$ cat src/rtl/ariscv_pkg.sv
// Shared types for the local-clock stage scheduler.
// Holds the FSM state encoding and default stage count.
package ariscv_pkg;

  localparam int ARISCV_ACLK_NBW = 6;

  typedef enum logic [1:0] {
    S_IDLE,
    S_FIRE,
    S_WAIT,
    S_SETTLE
  } ariscv_sched_state_t;

endpackage

$ cat src/rtl/ariscv_sched_cnt.sv
// Loadable down-counter with zero flag.
// Shared by the settle delay and the WAIT timeout.
module ariscv_sched_cnt #(
  parameter int W = 4
) (
  input  logic         clk,
  input  logic         rst,
  input  logic         i_load,
  input  logic [W-1:0] i_val,
  input  logic         i_dec,
  output logic         o_zero
);
  logic [W-1:0] cnt_q;
  logic [W-1:0] cnt_d;

  // load wins over decrement; decrement saturates at zero
  always_comb begin
    cnt_d = cnt_q;
    if (i_load) begin
      cnt_d = i_val;
    end else if (i_dec && cnt_q != '0) begin
      cnt_d = cnt_q - W'(1);
    end
  end

  // count register
  always_ff @(posedge clk) begin
    if (rst) cnt_q <= '0;
    else     cnt_q <= cnt_d;
  end

  assign o_zero = (cnt_q == '0);
endmodule

$ cat src/rtl/ariscv_aclk_sched.sv
// Sequences local clock domains: fire, wait done, settle, advance.
// Optional WAIT timeout with sticky error: ARISCV_SCHED_TIMEOUT_EN.
module ariscv_aclk_sched
  import ariscv_pkg::*;
#(
  parameter int ACLK_NBW = ARISCV_ACLK_NBW,
  parameter int DLY_NBW  = 4,
  parameter int TO_NBW   = 8
) (
  input  logic                        clk,
  input  logic                        rst,
  input  logic                        i_start,
  input  logic                        i_halt,
  input  logic [DLY_NBW-1:0]          i_dly,
  input  logic [ACLK_NBW-1:0]         i_done,
  output logic [ACLK_NBW-1:0]         o_fire,
  output logic [$clog2(ACLK_NBW)-1:0] o_stage,
  output logic                        o_busy,
  output logic                        o_wrap,
  output logic                        o_err
);
  localparam int SW = $clog2(ACLK_NBW);
  localparam int CW = (TO_NBW > DLY_NBW) ? TO_NBW : DLY_NBW;
  localparam logic [SW-1:0] LAST = SW'(ACLK_NBW - 1);

  ariscv_sched_state_t state_q, state_d;
  logic [SW-1:0]       stage_q, stage_d;
  logic [ACLK_NBW-1:0] fire_q, fire_d;
  logic                pend_q, pend_d;
  logic                wrap_q, wrap_d;
  logic                advance;
  logic                cnt_load;
  logic                cnt_dec;
  logic                cnt_zero;
  logic [CW-1:0]       cnt_val;
`ifdef ARISCV_SCHED_TIMEOUT_EN
  logic                err_q, err_d;
`endif

  ariscv_sched_cnt #(.W(CW)) u_cnt (
    .clk    (clk),
    .rst    (rst),
    .i_load (cnt_load),
    .i_val  (cnt_val),
    .i_dec  (cnt_dec),
    .o_zero (cnt_zero)
  );

  // next state, stage, halt latch and registered fire/wrap
  always_comb begin
    state_d  = state_q;
    stage_d  = stage_q;
    pend_d   = pend_q;
    wrap_d   = 1'b0;
    advance  = 1'b0;
    cnt_load = 1'b0;
    cnt_dec  = 1'b0;
    cnt_val  = '0;
`ifdef ARISCV_SCHED_TIMEOUT_EN
    err_d    = err_q;
`endif
    if (state_q != S_IDLE && i_halt) pend_d = 1'b1;
    unique case (state_q)
      S_IDLE: begin
        if (i_start && !i_halt) begin
          state_d = S_FIRE;
          stage_d = '0;
          pend_d  = 1'b0;
`ifdef ARISCV_SCHED_TIMEOUT_EN
          err_d   = 1'b0;
`endif
        end
      end
      S_FIRE: begin
        state_d = S_WAIT;
`ifdef ARISCV_SCHED_TIMEOUT_EN
        cnt_load = 1'b1;
        cnt_val  = CW'((2 ** TO_NBW) - 2);
`endif
      end
      S_WAIT: begin
        if (i_done[stage_q]) begin
          if (i_dly == '0) begin
            advance = 1'b1;
          end else begin
            state_d  = S_SETTLE;
            cnt_load = 1'b1;
            cnt_val  = CW'(i_dly - DLY_NBW'(1));
          end
        end
`ifdef ARISCV_SCHED_TIMEOUT_EN
        else if (cnt_zero) begin
          advance = 1'b1;
          err_d   = 1'b1;
        end else begin
          cnt_dec = 1'b1;
        end
`endif
      end
      S_SETTLE: begin
        if (cnt_zero) advance = 1'b1;
        else          cnt_dec = 1'b1;
      end
      default: state_d = S_IDLE;
    endcase
    if (advance) begin
      if (pend_q || i_halt) begin
        state_d = S_IDLE;
        stage_d = '0;
        pend_d  = 1'b0;
      end else begin
        state_d = S_FIRE;
        wrap_d  = (stage_q == LAST);
        stage_d = (stage_q == LAST) ? '0 : stage_q + SW'(1);
      end
    end
    fire_d = (state_d == S_FIRE) ?
             (ACLK_NBW'(1) << stage_d) : '0;
  end

  // state and output registers
  always_ff @(posedge clk) begin
    if (rst) begin
      state_q <= S_IDLE;
      stage_q <= '0;
      pend_q  <= 1'b0;
      fire_q  <= '0;
      wrap_q  <= 1'b0;
    end else begin
      state_q <= state_d;
      stage_q <= stage_d;
      pend_q  <= pend_d;
      fire_q  <= fire_d;
      wrap_q  <= wrap_d;
    end
  end

`ifdef ARISCV_SCHED_TIMEOUT_EN
  // sticky timeout flag
  always_ff @(posedge clk) begin
    if (rst) err_q <= 1'b0;
    else     err_q <= err_d;
  end
  assign o_err = err_q;
`else
  assign o_err = 1'b0;
`endif

  assign o_fire  = fire_q;
  assign o_stage = stage_q;
  assign o_busy  = (state_q != S_IDLE);
  assign o_wrap  = wrap_q;
endmodule

$ cat config.mk
export PLATFORM = sky130hd
export DESIGN_NAME = ariscv_aclk_sched
export DESIGN_NICKNAME = d
export VERILOG_FILES = /design/src/rtl/ariscv_pkg.sv /design/src/rtl/ariscv_sched_cnt.sv /design/src/rtl/ariscv_aclk_sched.sv
export SDC_FILE = /design/constraint.sdc
export NUM_CORES = 1
export LEC_CHECK = 0
export ABC_CLOCK_PERIOD_IN_PS = 2900
export CORE_ASPECT_RATIO = 0.9
export CORE_MARGIN = 2
export CORE_UTILIZATION = 48
export CTS_CLUSTER_DIAMETER = 100
export DETAILED_ROUTE_END_ITERATION = 16
export PLACE_DENSITY_LB_ADDON = 0.3
export SLEW_MARGIN = 20
export SYNTH_ARGS = -nofsm -noshare
export SYNTH_HDL_FRONTEND = slang
export SYNTH_SLANG_ARGS = --single-unit
$ cat constraint.sdc
create_clock -name clk -period 2.9 [get_ports clk]
set_clock_uncertainty 0.15 [all_clocks]
set_input_delay 0.725 -clock clk [delete_from_list [all_inputs] [get_ports clk]]
set_output_delay 0.725 -clock clk [all_outputs]
set_load 0.05 [all_outputs]
==> results.py <==
metrics = {
    "setup_path": {
        "crit_start": "o_stage[0]",
        "crit_buf_inv": 1,
        "critPathCapture": "o_stage[0]",
        "critPathMaxStageDelay_ps": 890,
        "worstSetupPathType": "register to primary output",
        "endpoint_kind": "primary output",
        "worstSetupStartpointType": "register",
        "rr_worst_depth": 7,
        "cp.required_ps": 2030,
        "cp_top_family": "buffers and inverters",
        "critical_path_depth": 1,
        "cp.arrival_ps": 1810,
        "cp_max_fo": 11,
        "cp_cell_sequence": "clkdlybuf4s50_1",
        "slowest_stage": "clkdlybuf4s50_1",
        "timing.rr.end": "o_fire[1]",
        "regToRegSetupSlack_ps": 660,
        "r2r_start": "o_stage[0]",
    },
    "power": {
        "finalPower_mw": 0.547,
        "p_per_area_nw_per_um2": 390,
        "p_leak_nw": 0.522,
        "ir_drop_mv": 0.284,
    },
    "die": {
        "design.core.area_um2": 2160,
        "die_area_um2": 2690,
        "die_y_um": 49.4,
        "num_rows": 16,
        "io_pins": 26,
        "die_w_um": 54.4,
        "initial_utilization_pct": 50.8,
    },
    "synth": {
        "synth_seq_cells": 21,
        "syn_avg_cell_area_um2": 8.86,
        "async_flop_share_pct": 0,
        "syn_nets": 140,
        "synth_cells": 124,
        "synth_warnings": 0,
        "ys.flop_type": "dfxtp_1",
        "synth_area_um2": 1100,
        "yosysUniqueCellTypes": 43,
        "seq_area_frac_synth_pct": 38.3,
        "synth_edf_count": 0,
    },
    "routing": {
        "wire_per_inst_um": 13.4,
        "drt-initial-drc-count": 23,
        "ant_nets": 0,
        "vias": 967,
        "drcViolationCount": 0,
        "vias_per_cell": 5.40,
        "drt_pass1_iterations": 4,
        "wl_um": 2400,
    },
    "run_status": {
        "status": "complete, no violations",
    },
    "clock_network": {
        "cts_setup_buffers": 0,
        "path_clk_slew_ps": 120,
        "root_buffer": "clkbuf_4",
        "clock_latency_ps": 310,
        "post_cts_resized": 0,
        "cts_buffers": 3,
        "cts_sinks": 21,
        "clock_path_buffers": 2,
        "cts_max_level": 1,
        "cts_hold_buf": 0,
        "cts_tree": "done",
    },
    "grt": {
        "first_global_vias": 861,
        "grt_pass1_wl_um": 3680,
        "grt-ovfl-total": 0,
        "antenna_found_initial": 0,
        "grt_max_degree": 13,
        "grt_usage_pct": 19.0,
    },
    "cells_and_area": {
        "final_core_util_pct": 64.9,
        "antennaDiodeCount": 0,
        "multiInputGateArea_um2": 614,
        "fin_nets": 169,
        "areaGrowthSynthToFinish_pct": 27.8,
        "regArea_um2": 420,
        "drive_gt1_share_pct": 12.5,
        "fin_cells": 179,
        "fillers": 177,
    },
    "run": {
        "drv_cap": 0,
    },
    "sta": {
        "finalSetupViolations": 0,
        "worst_slew_pin_slew_ps": 501,
        "timing.fmax_ghz": 0.373,
        "final_hold_viol_count": 0,
        "relSlewSlack_pct": 66.5,
        "finalCriticalPeriod_ps": 2680,
        "fin_crit_sh_pct": 92.5,
        "fin_setup_tns_ps": 0,
        "slew_viol_final": 0,
        "rsz0062_at_grt": "no",
    },
    "place": {
        "post-dp-hpwl_um": 1830,
        "place.gp.congestion": 0.791,
        "numPlacedInstances": 175,
        "io_buffers": 24,
    },
    "hold_path": {
        "hp-start": "u_cnt.cnt_q[7]",
        "hp-class": "register to register",
    },
}
[layout by cell type (no fill, tap or decap), drive strengths merged, types with 4 or more instances in the layout]
cell type,count
mux2,4
nand2,8
nand3b,5
dfxtp,21
nand3,6
nor2,17
xnor2,4
buf,6
inv,6
clkdlybuf4s50,24
nor3,6
[final cells by class]
type | instances | area share [%]
Multi-Input combinational cell | 91 | 43.8
Sequential cell | 21 | 29.9
Inverter | 6 | 1.60
Clock buffer | 3 | 1.60
Timing Repair Buffer | 30 | 20.3
Tap cell | 27 | 2.41
Clock inverter | 1 | 0.357
[power breakdown]
group / leakage, nW / switching (mW) / internal (mW) / total [mW]
Sequential: 0.170 / 0.00744 / 0.296 / 0.304
Clock: 0.0177 / 0.0922 / 0.0515 / 0.144
Combinational: 0.334 / 0.0525 / 0.0473 / 0.0998
Total: 0.522 / 0.152 / 0.395 / 0.547
[Yosys cell counts (2+ instances only)]
| library cell | count | share of area [%] |
|---|---|---|
| a21oi_1 | 2 | 0.91 |
| a311oi_1 | 3 | 2.4 |
| a31oi_1 | 2 | 1.1 |
| buf_6 | 2 | 2.0 |
| clkbuf_1 | 3 | 1.0 |
| dfxtp_1 | 21 | 38 |
| ha_1 | 2 | 2.3 |
| inv_1 | 6 | 2.0 |
| mux2_4 | 3 | 4.1 |
| mux2i_1 | 2 | 1.8 |
| nand2_1 | 8 | 2.7 |
| nand3_1 | 6 | 2.7 |
| nand3b_1 | 4 | 2.7 |
| nor2_1 | 17 | 5.8 |
| nor2b_1 | 2 | 1.1 |
| nor3_1 | 6 | 2.7 |
| nor4_1 | 2 | 1.1 |
| or2_1 | 2 | 1.1 |
| or3_1 | 3 | 1.7 |
| xnor2_1 | 4 | 3.2 |
| xor2_1 | 2 | 1.6 |
[layer usage]
metal  share of wire, %  up-vias  routed length (um)  track usage [%]
met3                4.5        4                 107             4.60
met5                  0        -                   0                0
met1                 44      448                1050             21.7
li1                   -      493                   -                -
met4                1.7        0                  40             7.92
met2                 50       22                1200             32.5
[through the flow]
stage	hold slack (ps)	area, um2	worst slack (ps)
final	396	1400	217
after global placement	357	1380	-37.3
after CTS	400	1400	221
after global routing	441	1400	131
after detailed placement	379	1380	-76.2
after floorplan	335	1100	408
[how the worst min path moves through the flow]
stage,endpoint,cells past startpoint
after global routing,u_cnt.cnt_q[7],2
final,u_cnt.cnt_q[7],2
after detailed placement,u_cnt.cnt_q[7],2
after CTS,u_cnt.cnt_q[7],2
after global placement,u_cnt.cnt_q[7],2
after floorplan,u_cnt.cnt_q[7],2
[cell families (layout without fill, tap and decap cells)]
kind of cell    count (synthesis)  after routing  share of synthesized area [%]
fa+ha+maj                       2              2                           2.28
other cells                     1              1                          0.341
mux                             6              6                           6.95
xor+xnor                        6              6                           4.78
simple gates                   61             61                           31.0
compound gates                 15             15                           10.6
flops                          21             21                           38.3
buf+inv                        12             40                           5.81
[flip-flops by register name, summed over array words and instances, names as in the netlist]
name	count
u_cnt.cnt_q	8
o_wrap	1
o_fire	6
o_stage	3
state_q	2
pend_q	1
No activity file was read; power rests on OpenSTA's default activity.
==> patch: new RTL, config.mk and constraints unchanged <==
Remove the register `fire_q`: a continuous assignment takes its place, so the output `o_fire` follows one clock earlier.
--- a/src/rtl/ariscv_aclk_sched.sv
+++ b/src/rtl/ariscv_aclk_sched.sv
@@ -126,3 +126,2 @@
       pend_q  <= 1'b0;
-      fire_q  <= '0;
       wrap_q  <= 1'b0;
@@ -132,3 +131,2 @@
       pend_q  <= pend_d;
-      fire_q  <= fire_d;
       wrap_q  <= wrap_d;
@@ -136,2 +134,4 @@
   end
+
+  assign fire_q = fire_d;
 
Formal check against the unedited RTL: not equivalent (a bounded check fails within 4 cycles, from zero or initial values and one cycle with rst high).
==> patch against the original RTL <==
  * Wire length rose by 29%
  * Synthesized cell count up 1.6%
  * Largest power group unchanged
  * Area after synthesis increased by 2.5%
  * Critical path type is now in2out
  * Sequential share of layout area down 12 points
  * Sequential cell count shrank 6
  * Largest cell class unchanged
  * The run now ends with setup timing left
  * Final area grew 20%
  * Worst setup slack got worse by 0.32 ns
  * Final cell count rose by 9.5%
  * Global-route usage increased by 6.4 points
  * Power shrank 7.8%
==> patch: results (changes against the original RTL) <==
Non-clock buffers: 45 (+50%)
share of cells above drive strength 1: 40.8% (+28 points)
die width: 55.1 um (+1.2%)
clock latency on the worst-skew pair: 0.29 ns (-0.02 ns)
CP peak stage delay: 0.31 ns (-0.58 ns)
routed wire length per instance: 15.9 um (+18%)
failing checks: setup timing
sequential share of the synthesized area: 26.7% (-12 points)
first-pass GRT wire length: 5.03 mm (+37%)
Synth Instances: 126 (+1.6%)
Placed Cells: 184 (+5.1%)
post-synth cell types: 45 (+4.7%)
vias per cell: 5.82 (+7.7%)
ClkCell Share: 1.56% (-0.40 points)
most frequent cells after synthesis: dfxtp_1, a21oi_1, inv_1, nor2_1
Mapped Nets: 144 (+2.9%)
Worst-path clk slew: 0.10 ns (-0.02 ns)
H-tree depth: 1 (unchanged)
Area growth syn-to-layout: 49.2%
Post-Route WL: 3.11 mm (+29%)
critical path fanouts, max: 5 (-6)
Largest Register: u_cnt.cnt_q
maximum vdd drop: 0.325 mV (+15%)
DP Worst Slack: -0.667 ns (-0.591 ns)
Synth Area in Adders: 4.44% (+2.2 points)
setup violators final: 5 (+5)
CP arrival: 2.13 ns (+0.32 ns)
Multi-Input Combinational: 97 (+6.6%)
Final GP Congestion: 0.877 (+11%)
Slowest-stage cell, CP: o22a_4
TritonCTS Buffers: 3 (unchanged)
post-synthesis compound-gate area fraction: 16.9% (+6.3 points)
initial DRC count: 38 (+65%)
Post-DP Area: 1550 um^2 (+12%)
GRT Overall Usage: 25.4% (+6.4 points)
Synth area leaders: dfxtp_1, mux2i_1, ha_1
area of the multi-input gates: 868 um^2 (+41%)
status: finished with violations
# fillers: 164 (-7.3%)
mux cell area share after synthesis: 10.7% (+3.7 points)
leakage dissipation: 0.666 nW (+28%)
FFs & Latches: 15 (-29%)
largest net degree at the start of global routing: 10 (-3)
XOR/XNOR Fraction of Synth Area: 4.67% (-0.12 points)
vias in the first global route: 1046 (+21%)
Rel. slew slack: 62.6% (-3.9 points)
HPWL after detailed placement: 2.09 mm (+14%)
Reg area: 304 um^2 (-28%)
Total Negative Setup Slacks: -0.394 ns (-0.394 ns)
clkbuf count: 4 (+1)
buffering overhead: 23.4% (+3.1 points)
Final #Nets: 188 (+11%)
number of non-clock inverters in the layout: 8 (+2)
setup ws final: -0.102 ns (-0.318 ns)
[patch: cell types whose count changed after synthesis, sizes merged, moves of 3 or more]
cell	change
nor2	-10
a21oi	+6
dfxtp	-6
mux2i	+4
nor4	+4
o31ai	+4
a211oi	+3
a311oi	-3
nand3b	-3
nor3	-3
nor4b	+3
[patch: final timing paths]
path	from	to	slack [ns]	cells past startpoint
worst min register to register	pend_q$_SDFF_PP0_	pend_q$_SDFF_PP0_	0.41	2
worst max-delay path	i_dly[1]	o_fire[1]	-0.10	8
worst max register to register	o_stage[0]$_SDFF_PP0_	u_cnt.cnt_q[4]$_SDFFE_PP0P_	0.72	7
worst min-delay path	pend_q$_SDFF_PP0_	pend_q$_SDFF_PP0_	0.41	2
[patch: worst max-delay path: cells and delay by family]
family | cells | cell delay, ns
adders and majority gates | 1 | 0.11
buffers and inverters | 3 | 0.34
AOI/OAI and AO/OA | 1 | 0.31
and+or+nand+nor | 3 | 0.64
[patch: cells by family (layout without fill, tap and decap cells)]
logic type,Yosys count,count (layout)
muxes,11,11
xor gates and xnor gates,6,6
and+or+nand+nor,49,49
DFF,15,15
other,1,1
buffers and inverters,15,57
AOI/OAI and AO/OA,25,26
adders and majority gates,4,4
[patch: power by group]
group          leakage, nW  internal [mW]  switching [mW]
registers            0.123          0.213          0.0103
logic                0.528         0.0722          0.0805
clock network       0.0150         0.0536          0.0748
[patch: what timing repair did]
action / CTS / global route
gates resized for setup: 49 / 6
pin swaps: 5 / 1
setup buffers: 6 / 1
setup endpoints to repair: 6 / 6
hold buffers: 0 / 0
cloned: 1 / 0
[patch: layer usage]
metal | share of wire, % | global-route usage [%]
met3 | 4.7 | 4.55
met5 | 0 | 0
met1 | 42 | 33.0
met4 | 1.0 | 6.50
met2 | 52 | 42.3
